--- config.mk ---
export PLATFORM = sky130hd
export DESIGN_NAME = instr_dcd
export DESIGN_NICKNAME = d
export VERILOG_FILES = /design/src/rtl/instr_dcd_pkg.sv /design/src/rtl/instr_dcd.sv
export SDC_FILE = /design/constraint.sdc
export NUM_CORES = 1
export LEC_CHECK = 0
export ABC_AREA = 1
export CORE_MARGIN = 3
export CORE_UTILIZATION = 44
export CTS_BUF_LIST = sky130_fd_sc_hd__clkbuf_8
export CTS_CLUSTER_DIAMETER = 80
export DETAILED_ROUTE_END_ITERATION = 10
export MAX_ROUTING_LAYER = met4
export PLACE_DENSITY = 0.81
export SLEW_MARGIN = 20
export SYNTH_ARGS = -nofsm -noshare
export SYNTH_HDL_FRONTEND = slang
export SYNTH_SLANG_ARGS = --single-unit
--- constraint.sdc ---
create_clock -name clk -period 1.5 [get_ports clk]
set_clock_uncertainty 0.2 [all_clocks]
set_input_delay 0.15 -clock clk [delete_from_list [all_inputs] [get_ports clk]]
set_output_delay 0.15 -clock clk [all_outputs]
set_load 0.01 [all_outputs]
--- src/rtl/instr_dcd_pkg.sv ---
// Shared definitions for the SPI instruction decoder and the register file
// behind it: bus widths, setup-byte field positions and FSM state codes.
package instr_dcd_pkg;

  // Default bus widths, shared with the register file
  localparam int ADDR_W = 6;
  localparam int DATA_W = 8;

  // Setup-byte fields: bit7 selects write (1) or read (0), bit6 is reserved
  localparam int RW_BIT   = 7;
  localparam int ADDR_LSB = 0;
  localparam int ADDR_MSB = 5;

  // FSM state codes
  typedef logic [2:0] state_t;
  localparam state_t ST_SETUP         = 3'd0;
  localparam state_t ST_WAIT_DATA     = 3'd1;
  localparam state_t ST_RD_ISSUE      = 3'd2;
  localparam state_t ST_RD_CAPTURE    = 3'd3;
  localparam state_t ST_RD_WAIT_DUMMY = 3'd4;

  // True when a setup byte requests a register write
  function automatic logic setup_is_write(input logic [DATA_W-1:0] b);
    return b[RW_BIT];
  endfunction

endpackage

--- src/rtl/instr_dcd.sv ---
// SPI-side instruction decoder. Turns the byte stream from the SPI bridge
// into single-cycle register read/write strobes and captures the register
// file's read data into data_out for the bridge to shift back to the host.
//
// Handshake: byte_sync is a one-cycle valid strobe with no ready; a byte that
// arrives while a read is in flight is dropped and reported on overrun.
// cs_n = 1 closes the frame: the FSM returns to SETUP, byte_sync is ignored,
// and no new strobe is produced, though a strobe already registered for the
// current cycle still completes.
module instr_dcd #(
  parameter int ADDR_W = instr_dcd_pkg::ADDR_W,
  parameter int DATA_W = instr_dcd_pkg::DATA_W
) (
  input  logic              clk,
  input  logic              rst,
  input  logic              cs_n,
  input  logic              byte_sync,
  input  logic [DATA_W-1:0] data_in,
  output logic [DATA_W-1:0] data_out,
  output logic              read,
  output logic              write,
  output logic [ADDR_W-1:0] addr,
  input  logic [DATA_W-1:0] data_read,
  output logic [DATA_W-1:0] data_write,
  output logic              overrun,
  output logic [2:0]        state_dbg
);

  import instr_dcd_pkg::*;

  logic [2:0]        r_state;
  logic              r_read;
  logic              r_write;
  logic              r_overrun;
  logic [ADDR_W-1:0] r_addr;
  logic [DATA_W-1:0] r_data_write;
  logic [DATA_W-1:0] r_data_out;

  logic [2:0]        w_state_nxt;
  logic              w_setup;     // setup byte accepted (address latched)
  logic              w_setup_rd;  // setup byte requests a read
  logic              w_data_wr;   // write data byte accepted
  logic              w_capture;   // register file data valid this cycle
  logic              w_drop;      // byte arrived while a read is in flight

  // Next-state decode and per-cycle events; cs_n overrides everything
  always_comb begin
    w_state_nxt = r_state;
    w_setup     = 1'b0;
    w_setup_rd  = 1'b0;
    w_data_wr   = 1'b0;
    w_capture   = 1'b0;
    w_drop      = 1'b0;
    if (cs_n) begin
      w_state_nxt = ST_SETUP;
    end else begin
      case (r_state)
        ST_SETUP: begin
          if (byte_sync) begin
            w_setup = 1'b1;
            if (setup_is_write(data_in)) begin
              w_state_nxt = ST_WAIT_DATA;
            end else begin
              w_setup_rd  = 1'b1;
              w_state_nxt = ST_RD_ISSUE;
            end
          end
        end
        ST_WAIT_DATA: begin
          if (byte_sync) begin
            w_data_wr   = 1'b1;
            w_state_nxt = ST_SETUP;
          end
        end
        ST_RD_ISSUE: begin
          w_drop      = byte_sync;
          w_state_nxt = ST_RD_CAPTURE;
        end
        ST_RD_CAPTURE: begin
          w_drop      = byte_sync;
          w_capture   = 1'b1;
          w_state_nxt = ST_RD_WAIT_DUMMY;
        end
        ST_RD_WAIT_DUMMY: begin
          // The dummy byte only paces the host's read; its value is discarded
          if (byte_sync) begin
            w_state_nxt = ST_SETUP;
          end
        end
        default: begin
          w_state_nxt = ST_SETUP;
        end
      endcase
    end
  end

  // State register
  always_ff @(posedge clk or posedge rst) begin
    if (rst) begin
      r_state <= ST_SETUP;
    end else begin
      r_state <= w_state_nxt;
    end
  end

  // Single-cycle strobes: cleared every cycle unless an event re-arms them
  always_ff @(posedge clk or posedge rst) begin
    if (rst) begin
      r_read    <= 1'b0;
      r_write   <= 1'b0;
      r_overrun <= 1'b0;
    end else begin
      r_read    <= w_setup_rd;
      r_write   <= w_data_wr;
      r_overrun <= w_drop;
    end
  end

  // Register address, held between transactions
  always_ff @(posedge clk or posedge rst) begin
    if (rst) begin
      r_addr <= '0;
    end else if (w_setup) begin
      r_addr <= data_in[ADDR_LSB +: ADDR_W];
    end
  end

  // Write data, updated only when a write strobe is issued
  always_ff @(posedge clk or posedge rst) begin
    if (rst) begin
      r_data_write <= '0;
    end else if (w_data_wr) begin
      r_data_write <= data_in;
    end
  end

  // Transmit byte: read data on capture, cleared when a write completes
  always_ff @(posedge clk or posedge rst) begin
    if (rst) begin
      r_data_out <= '0;
    end else if (w_capture) begin
      r_data_out <= data_read;
    end else if (w_data_wr) begin
      r_data_out <= '0;
    end
  end

  assign read       = r_read;
  assign write      = r_write;
  assign overrun    = r_overrun;
  assign addr       = r_addr;
  assign data_write = r_data_write;
  assign data_out   = r_data_out;
  assign state_dbg  = r_state;

endmodule

==> results by group <==
Run status
  – Run status: completed

Placement
  – Port bufs: 47
  – Placer Congestion: 0.927
  – Final HPWL DP: 2.12 mm
  – Post-DP Area: 1750 um2

CTS
  – CTS tree: yes
  – Root Buffer: clkbuf_8
  – H-tree depth: 1
  – Register clock-pin slew on the reported worst setup and hold paths: 0.10 ns
  – Clock latency on the worst-skew pair: 0.28 ns
  – TritonCTS buffer count: 3
  – Clock tree sinks: 28
  – Max clock buf depth: 2

Worst setup path
  – Critical Path Stages: 6
  – R2R setup slack: 0.06 ns
  – Worst setup EP type: register
  – RR Endpoint: data_out[5]
  – Critical R2R Launch: state_dbg[2]
  – Max FO, Critical Path: 9
  – Worst-path cell chain: buf_4 -> buf_4 -> nor2_4 -> nand2_4 -> nand3_1 -> nand2_1
  – Required @ worst endpoint: 1.48 ns
  – Arrival @ worst endpoint: 1.42 ns
  – CP Class: register to register
  – Top Family by Delay on Critical Path: flip-flops
  – R2R cell count: 6
  – Most used cell, CP: buf_4
  – Startpoint types: register
  – CP max stage delay: 0.42 ns
  – Slowest CP cell: dfrtp_2
  – Number of buffers and inverters on the critical path: 2

Detailed routing
  – Drt wl/cell: 15.0 um
  – 1st-iter DRT viols: 41
  – Via density: 5.21
  – Antenna Nets Post-Route: 0
  – Post-route DRC violation count: 0
  – Vias: 1116
  – WL final: 3.20 mm
  – Drt pass-1 iters: 4

Worst hold path
  – Worst Hold Class: input pin to asynchronous set/reset pin

GRT
  – Vias in the first global route: 1095
  – Grt total ovfl: 0
  – First-pass GRT wire length: 5.08 mm
  – Initial antenna violation count: 0
  – Total track usage: 20.4%
  – Largest net degree at the start of global routing: 29

Logic synthesis
  – Cell variety after synth: 15
  – Warnings from Yosys: 0
  – Syn avg cell area: 9.76 um2
  – Post-synth top area share: 58.4%
  – Synth Net Count: 143
  – Yosys reg bits: 28
  – Post-Syn Instances: 123
  – Leading area contributor after synthesis: dfrtp_1
  – Largest cells by area after synthesis: dfrtp_1 (58%), nand2_1 (11%), nand3_1 (7.9%)
  – Synthesized cell area: 1200 um2
  – Share of the yosys chip area belonging to registers: 58.4%

Floorplanning
  – Die Span Y: 58.2 um
  – Row count: 18
  – Initial core utilization: 47.1%
  – Die Span X: 58.2 um
  – Core area: 2540 um2
  – Io pins: 48
  – Die area: 3390 um2

STA
  – Final Hold Viols: 0
  – Pins Over Slew Limit: 0
  – Final period utilization: 96.1%
  – Slew @ Worst Pin: 0.357 ns
  – Minimum clock period: 1.44 ns
  – Worst rel slew slack: 76.2%
  – Final setup vio count: 0
  – RSZ-0062 raised after global routing: true
  – Peak Freq: 694 MHz
  – Setup TNS Final: 0 ns

Layout
  – Diodes inserted: 0
  – Most frequent cells in the layout: nand2_1 (34), dfrtp_1 (26), dlygate4sd2_1 (26)
  – Area Overhead vs Synth: 54.1%
  – Most common cell after layout, fill and taps aside: nand2_1
  – Nets: 205
  – Design area: 1850 um2
  – Share of layout cells above drive strength 1: 20.1%

Power
  – Power per cell area: 1270 nW/um2
  – Max VDD drop: 1.24 mV
  – P_leak: 1.04 nW
  – Total power: 2.35 mW

Flow run
  – Max-Cap Viols: 0
cell families (layout without fill, tap and decap cells):
| logic type | count (synthesis) | in the layout | synth area share (%) |
|---|---|---|---|
| flip-flops | 28 | 28 | 58.4 |
| AO/OA/AOI/OAI | 12 | 12 | 7.19 |
| AND/OR/NAND/NOR | 65 | 66 | 26.9 |
| buffers and inverters | 18 | 78 | 7.51 |
where the power goes:
group,internal [mW],total [mW],switching (mW)
Sequential,0.931,1.03,0.0971
Clock,0.358,0.600,0.242
Combinational,0.357,0.724,0.367
worst min-delay path: stages:
cell             delay (ns)
clkdlybuf4s50_1        0.40
inv_1                  0.05
buf_4                  0.33
through the flow:
step / hold slack, ns / util (%) / cells / setup slack [ns]
floorplan: 0.0154 / - / 123 / 0.166
global placement: 0.264 / 68.6 / 205 / -0.0496
detailed placement: 0.277 / 68.6 / 205 / -0.127
CTS: 0.0397 / 71.1 / 212 / 0.00436
global route: 0.0671 / 72.7 / 214 / -0.00329
finish: 0.0205 / 72.7 / 214 / 0.0590
cell usage after synthesis:
master and instances:
dfrtp_1 28, inv_1 14, nand3_4 1, nor4_1 1, o21ai_2 7, buf_6 3
nand3_1 19, nor2_2 1, nor2_1 4, nand2_1 34, nand2_4 1, nand3_2 1
inv_2 1, o21ai_1 5, nor2_4 3
routing by layer:
| layer | part of all wire, % | vias to the layer above | GRT usage [%] |
|---|---|---|---|
| li1 | - | 517 | - |
| met1 | 39 | 527 | 24.4 |
| met2 | 50 | 68 | 33.4 |
| met3 | 9.4 | 4 | 6.46 |
| met4 | 1.2 | 0 | 5.63 |
| met5 | 0 | - | - |
sequential cells by signal, summed over array words and instances, names as in the netlist:
register and count:
data_write 8, data_out 8, read 1, write 1
state_dbg 3, overrun 1, addr 6
cell type report:
cell class,instances,area [um2]
Clock buffer,3,41.3
Clock inverter,1,30.0
Fill cell,204,696
Inverter,15,56.3
Multi-Input combinational cell,78,432
Sequential cell,28,703
Tap cell,30,37.5
Timing Repair Buffer,59,549
timing repair:
action	in CTS	in global routing
hold buffers	0	0
gates resized for setup	28	7
cloned	0	1
setup buffers	3	1
pin swaps	0	2
endpoints found under the setup margin	26	18
worst max-delay path by stage:
stage	slack, ns	from	to
detailed placement	-0.13	cs_n	data_write[6]
CTS	0.004	overrun	overrun
finish	0.06	state_dbg[2]	data_out[5]
global placement	-0.05	cs_n	data_write[7]
global route	-0.003	state_dbg[1]	addr[5]
floorplan	0.17	state_dbg[2]	addr[2]
(Power assumes the default switching activity.)
